[config.mk]
export PLATFORM = sky130hd
export DESIGN_NAME = demux_1x8_reg
export DESIGN_NICKNAME = d
export VERILOG_FILES = /design/src/rtl/mux_pkg.sv /design/src/rtl/demux_slot.sv /design/src/rtl/demux_1x8_reg.sv
export SDC_FILE = /design/constraint.sdc
export NUM_CORES = 1
export LEC_CHECK = 0
export ABC_AREA = 0
export CELL_PAD_IN_SITES_DETAIL_PLACEMENT = 1
export CELL_PAD_IN_SITES_GLOBAL_PLACEMENT = 2
export CORE_MARGIN = 10
export CORE_UTILIZATION = 31
export DETAILED_ROUTE_END_ITERATION = 7
export PLACE_DENSITY = 0.89
export SLEW_MARGIN = 10
export SYNTH_ARGS = -nofsm -noshare
export SYNTH_HDL_FRONTEND = slang
export SYNTH_SLANG_ARGS = --single-unit
[constraint.sdc]
create_clock -name clk -period 3.16 [get_ports clk]
set_input_delay 0.632 -clock clk [delete_from_list [all_inputs] [get_ports clk]]
set_output_delay 0.632 -clock clk [all_outputs]
set_load 0.02 [all_outputs]
[src/rtl/mux_pkg.sv]
`default_nettype none
// ============================================================================
// mux_pkg : shared channel-count constants and select decode for the mux path
// Rev 1.0 : initial release
// ============================================================================
package mux_pkg;

  localparam int N_CH  = 8;
  localparam int SEL_W = 3;

  function automatic logic [N_CH-1:0] chan_onehot(input logic [SEL_W-1:0] sel);
    logic [N_CH-1:0] oh;
    oh      = '0;
    oh[sel] = 1'b1;
    return oh;
  endfunction

endpackage : mux_pkg
`default_nettype wire

[src/rtl/demux_slot.sv]
`default_nettype none
// ============================================================================
// demux_slot : one-entry output holding register with same-cycle pass-through
// Rev 1.0 : initial release
// ============================================================================
module demux_slot #(
  parameter int WIDTH = 8
) (
  input  logic             clk,
  input  logic             rst,
  input  logic             load,
  input  logic [WIDTH-1:0] in_data,
  input  logic             ready,
  output logic             valid,
  output logic [WIDTH-1:0] data,
  output logic             free
);

  logic             valid_q, valid_d;
  logic [WIDTH-1:0] data_q,  data_d;

  // A load in the same cycle as a drain keeps the slot full with the new word.
  always_comb begin
    valid_d = valid_q;
    data_d  = data_q;
    if (load) begin
      valid_d = 1'b1;
      data_d  = in_data;
    end else if (valid_q && ready) begin
      valid_d = 1'b0;
    end
  end

  always_ff @(posedge clk) begin
    if (rst) begin
      valid_q <= 1'b0;
      data_q  <= '0;
    end else begin
      valid_q <= valid_d;
      data_q  <= data_d;
    end
  end

  assign valid = valid_q;
  assign data  = data_q;
  assign free  = ~valid_q | ready;

endmodule : demux_slot
`default_nettype wire

[src/rtl/demux_1x8_reg.sv]
`default_nettype none
// ============================================================================
// demux_1x8_reg : registered 1-to-8 demultiplexer with broadcast and
//                 per-channel one-entry holding registers
// Rev 1.0 : initial release
// ============================================================================
module demux_1x8_reg
  import mux_pkg::*;
#(
  parameter int WIDTH = 8
) (
  input  logic                  clk,
  input  logic                  rst,
  input  logic                  en,
  input  logic                  bcast,
  input  logic [SEL_W-1:0]      select,
  input  logic [WIDTH-1:0]      in_data,
  input  logic                  in_valid,
  output logic                  in_ready,
  output logic [N_CH*WIDTH-1:0] out_data,
  output logic [N_CH-1:0]       out_valid,
  input  logic [N_CH-1:0]       out_ready
);

  logic [N_CH-1:0] w_free;
  logic [N_CH-1:0] w_load;
  logic            w_accept;

  // Broadcast needs every channel able to take the word in the same cycle.
  always_comb begin
    in_ready = 1'b0;
    if (en) begin
      in_ready = bcast ? (&w_free) : w_free[select];
    end
  end

  assign w_accept = in_valid & in_ready;

  always_comb begin
    w_load = '0;
    if (w_accept) begin
      w_load = bcast ? {N_CH{1'b1}} : chan_onehot(select);
    end
  end

  for (genvar k = 0; k < N_CH; k++) begin : g_slot
    demux_slot #(
      .WIDTH (WIDTH)
    ) u_slot (
      .clk     (clk),
      .rst     (rst),
      .load    (w_load[k]),
      .in_data (in_data),
      .ready   (out_ready[k]),
      .valid   (out_valid[k]),
      .data    (out_data[k*WIDTH +: WIDTH]),
      .free    (w_free[k])
    );
  end

endmodule : demux_1x8_reg
`default_nettype wire
**Word level (Yosys, flattened, before mapping)**

Index checks and enable logic that the tools add are counted.

- Magnitude comparators: 2
- Multiplexer cells: 24
- Bitwise logic cells: 17
- Reduce and logical (&&, ||, !) cells: 18

Operators with widths:

| operator | count |
|---|---|
| $mux 1 | 20 |
| $mux 8 | 2 |
| $reduce_bool 2->1 | 8 |
| $logic_and 1x1->1 | 9 |
| $not 1->1 | 8 |
| $or 1x1->1 | 8 |
| $reduce_and 8->1 | 1 |
| $lt 3x4->1 const B | 1 |
| $bmux 1 s3 | 1 |
| $demux 1 s3 | 1 |
| $ge 3x1->1 const B | 1 |
| $and 1x1->1 | 1 |

- Register bits after elaboration: 72
- Input bits: 24
- Output and inout bits: 73
- Logic and storage cells: 77

**Depth between registers and ports, before layout**

- Depth in word-level cells: 9
- Gate-level depth with buffers: 7
- Mapped depth without buffers: 4

**Hierarchy**

Synthesis repeated with hierarchy kept, for this count alone.

- Cells, all modules: 280
- Area total of the unflattened synthesis: 2832.7 um^2

Modules (own cells, without submodules):

| module | instances | cells each | area each (um^2) | seq. area each (um^2) |
|---|---|---|---|---|
| demux_slot | 8 | 30 | 321.6 | 180.2 |
| demux_1x8_reg | 1 | 40 | 260.2 | 0.0 |

**Least setup slack after synthesis**

Ideal clock, no wire load.

- Path kind: input-to-output
- From: in out_ready[5]
- To: out in_ready
- Arrival time: 1.799 ns
- Required time: 2.528 ns
- Setup slack: 0.729 ns
- Stages: 6
- Buffers on the path: 2
- Path through: nand2b_1 -> nand4_1 -> buf_4 -> buf_4 -> or3_1 -> nand3_1

- Word-level cells in the longest chain between the ends: 5
- Elaborated cells between the ends (all ways): 6
- Those cells by class: 4 x mux; 1 x bitwise; 1 x reduce/logical

RTL lines:

| element | line | RTL |
|---|---|---|
| from (decl) | demux_1x8_reg.sv:22 | `input logic [N_CH-1:0] out_ready` |
| $or 1x1->1 * | demux_slot.sv:46 | `assign free = ~valid_q \| ready;` |
| $bmux 1 s3 | demux_1x8_reg.sv:33 | `in_ready = bcast ? (&w_free) : w_free[select];` |
| $mux 1 (not written as such) | demux_1x8_reg.sv:33 |  |
| $mux 1 * | demux_1x8_reg.sv:33 |  |
| $mux 1 * | demux_1x8_reg.sv:32 | `if (en) begin` |
| to (decl) | demux_1x8_reg.sv:19 | `output logic in_ready,` |

Every way passes the cells marked *; elsewhere a longest branch is shown, timed or not. The select of a mux whose other input is x is not followed.

**Worst setup path in the final report**

- From: in out_ready[6]
- To: out in_ready

The elaborated chain is that of the path after synthesis.

==> reports/results.tsv <==
stage	metric	value	unit
floorplanning	start_util	0.314	
synth	syn_nets	495	
timing	setup_viol	0	
clock_tree	cts_root_buf	clkbuf_16	
synth	yosysUniqueCellTypes	27	
synth	synthAdderAreaFrac	0	
final_layout	drive_gt1_frac	0.0926	
flow_run	maxCapViolCount	0	
pwr	p_sw_frac	0.266	
global_route	grt_pass1_vias	4309	
floorplanning	io_pins	97	
synth	yosys_warnings	0	
timing	worst_slack	244	ps
pwr	power.density	489	nW/µm²
worst_setup_path	crit_arrival	2280	ps
timing	worst_pin_slew	831	ps
global_route	grt_max_degree	74	
route	drtPass1Iterations	4	
route	wl	16200	µm
synth	synth_seq_cells	72	
synth	async_flop_share	0	
floorplanning	core-area	13800	µm²
global_route	antenna_found_initial	0	
synth	synth-xor-area-share	0	
route	num_vias	4101	
global_route	grt_overflow	0	
floorplanning	die_h	138	µm
clock_tree	cts-hold-fix-buffers	0	
clock_tree	cts_tree	done	
worst_setup_path	end_kind	primary output	
pwr	p_comb_frac	0.176	
route	via_per_inst	5.78	
timing	slew_viol_final	0	
floorplanning	fp.dieArea	19100	µm²
synth	synthSimpleGateAreaFrac	0.267	
timing	skew	10.3	ps
place	dp_hpwl	10400	µm
final_layout	num_antenna_cells	0	
synth	synth_top_family_by_area	simple AND/OR/NAND/NOR gates	
timing	period_needed	2920	ps
synth	synthMuxAreaShare	0.158	
synth	synth_largest_area_cell	dfxtp_1	
synth	synth_edf_count	0	
synth	synth_area	4330	µm²
synth	syn_inst	471	
clock_tree	cts.sinks	72	
global_route	grt_pass1_wl	25200	µm
pwr	power	0.00275	W
synth	synth_top_flop_cell	dfxtp_1	
worst_setup_path	cp.required	2530	ps
pwr	vdd_drop_max	0.000234	V
min_path	min_path_type	flip-flop to flip-flop	
synth	synth.most_common_cell	dfxtp_1	
clock_tree	path_clk_slew	50	ps
synth	yosysSeqAreaShare	0.333	
floorplanning	die_w	138	µm
pwr	leakage	2.77	nW
pwr	switchingPower	0.000731	W
timing	rsz0062_at_grt	no	
final_layout	final_nets	548	
global_route	track_usage	0.161	
route	routedWlPerCell	22.8	µm
synth	synth.top_cell.area_share	0.333	
route	drc	0	
timing	slew_headroom	0.446	
timing	finalHoldViolCount	0	
pwr	seqPwrFrac	0.368	
route	postRouteAntennaNets	0	
final_layout	fin_util	0.408	
synth	synth-compound-area-share	0.141	
pwr	p_int	0.00202	W
final_layout	areaGrowthSynthToFinish	29.9	%
synth	synth_commonest_cells	dfxtp_1, nand3_1, and3_1, mux2i_1, o2111ai_1	
worst_setup_path	critical_path_class	input pin to primary output	
clock_tree	cts_inserted_buffers	9	
floorplanning	fp-row-count	43	
status	status	finished clean	
timing	fin_crit_sh	0.923	
synth	ys_top_cells_by_area	dfxtp_1, mux2i_1, o2111ai_1	
place	dp_slack	-9.05	ps
clock_tree	htree_levels	3	
pwr	clkPwrFrac	0.455	
clock_tree	worstSkewPairLatency	340	ps
clock_tree	cts_buffer_depth	2	
worst_setup_path	start_kind	input pin	
place	portBuffers	96	
place	place_congestion	0.869	
worst_setup_path	critPathMaxFanout	3	
timing	max_freq	0.343	GHz
route	drt-initial-drc-count	247	
synth	avgSynthCellArea	9.19	µm²
## power groups by stage
stage | clock, W | combinational [W] | sequential (W)
final | 0.00125 | 0.000484 | 0.00101
after CTS | 0.00127 | 0.000488 | 0.00101
after detailed placement | 0 | 0.000485 | 0.00103
after global placement | 0 | 0.000472 | 0.00102
after floorplan | 0 | 0.000221 | 0.00108
after global routing | 0.00131 | 0.000518 | 0.00102
## timing repair
| item | CTS | global route |
|---|---|---|
| resized for setup | 1 | 0 |
| setup endpoints to repair | 1 | 0 |
| setup buffers | 0 | 0 |
## critical path, cell delays in order
cell and delay (ps):
clkdlybuf4s50_1 390, or2b_2 320, mux4_2 470, nand3_1 90
nand3_1 60, dlygate4sd2_1 320
## flip-flops by register name, indices dropped and copies added (netlist names)
register	cells
g_slot.u_slot.valid	8
g_slot.u_slot.data	64
## cell type report
| cell class | instances | area (µm²) |
|---|---|---|
| Clock buffer | 11 | 233 |
| Clock inverter | 5 | 129 |
| Fill cell | 1563 | 8150 |
| Inverter | 1 | 3.75 |
| Multi-Input combinational cell | 322 | 2450 |
| Sequential cell | 72 | 1440 |
| Tap cell | 180 | 225 |
| Timing Repair Buffer | 118 | 1140 |
## per-layer routing
layer	wire (µm)	track usage	share of wire
met1	6780	0.192	0.42
met2	8190	0.275	0.51
met3	1000	0.0418	0.062
met4	211	0.0533	0.013
met5	0	0	0
## layout by cell type (no fill, tap or decap), types with 8 or more instances in the layout
master and count:
or3_1 10, and3_1 64, o2111ai_1 64, mux2i_1 64, nand2_1 9, nor2b_1 8
a31oi_1 8, dfxtp_1 72, buf_4 21, clkbuf_16 9, nand3_1 67, clkdlybuf4s50_1 95
## worst paths after layout
check	depth (start not counted)	slack, ps	to	start
worst min-delay path	2	500	g_slot[6].u_slot.data[6]	g_slot[6].u_slot.data[6]
worst min register to register	2	500	g_slot[6].u_slot.data[6]	g_slot[6].u_slot.data[6]
worst max register to register	5	920	g_slot[7].u_slot.data[1]	g_slot[6].u_slot.valid
worst max-delay path	6	240	in_ready	out_ready[6]
## cells by family (layout without fill, tap and decap cells)
logic type      Yosys count  count (layout)
mux                      66              66
buf+inv                  77             135
simple gates            184             184
compound gates           72              72
flops                    72              72
## metrics by stage
step / std cells / hold slack [ps] / cell area, µm² / TNS, ps
3_3_place_gp: 693 / 483 / 5260 / 0
2_1_floorplan: 471 / 568 / 4330 / 0
6_report: 709 / 501 / 5620 / 0
3_5_place_dp: 693 / 493 / 5260 / -9.05
5_1_grt: 709 / 532 / 5620 / 0
4_1_cts: 709 / 501 / 5620 / 0
(Power assumes the default switching activity.)
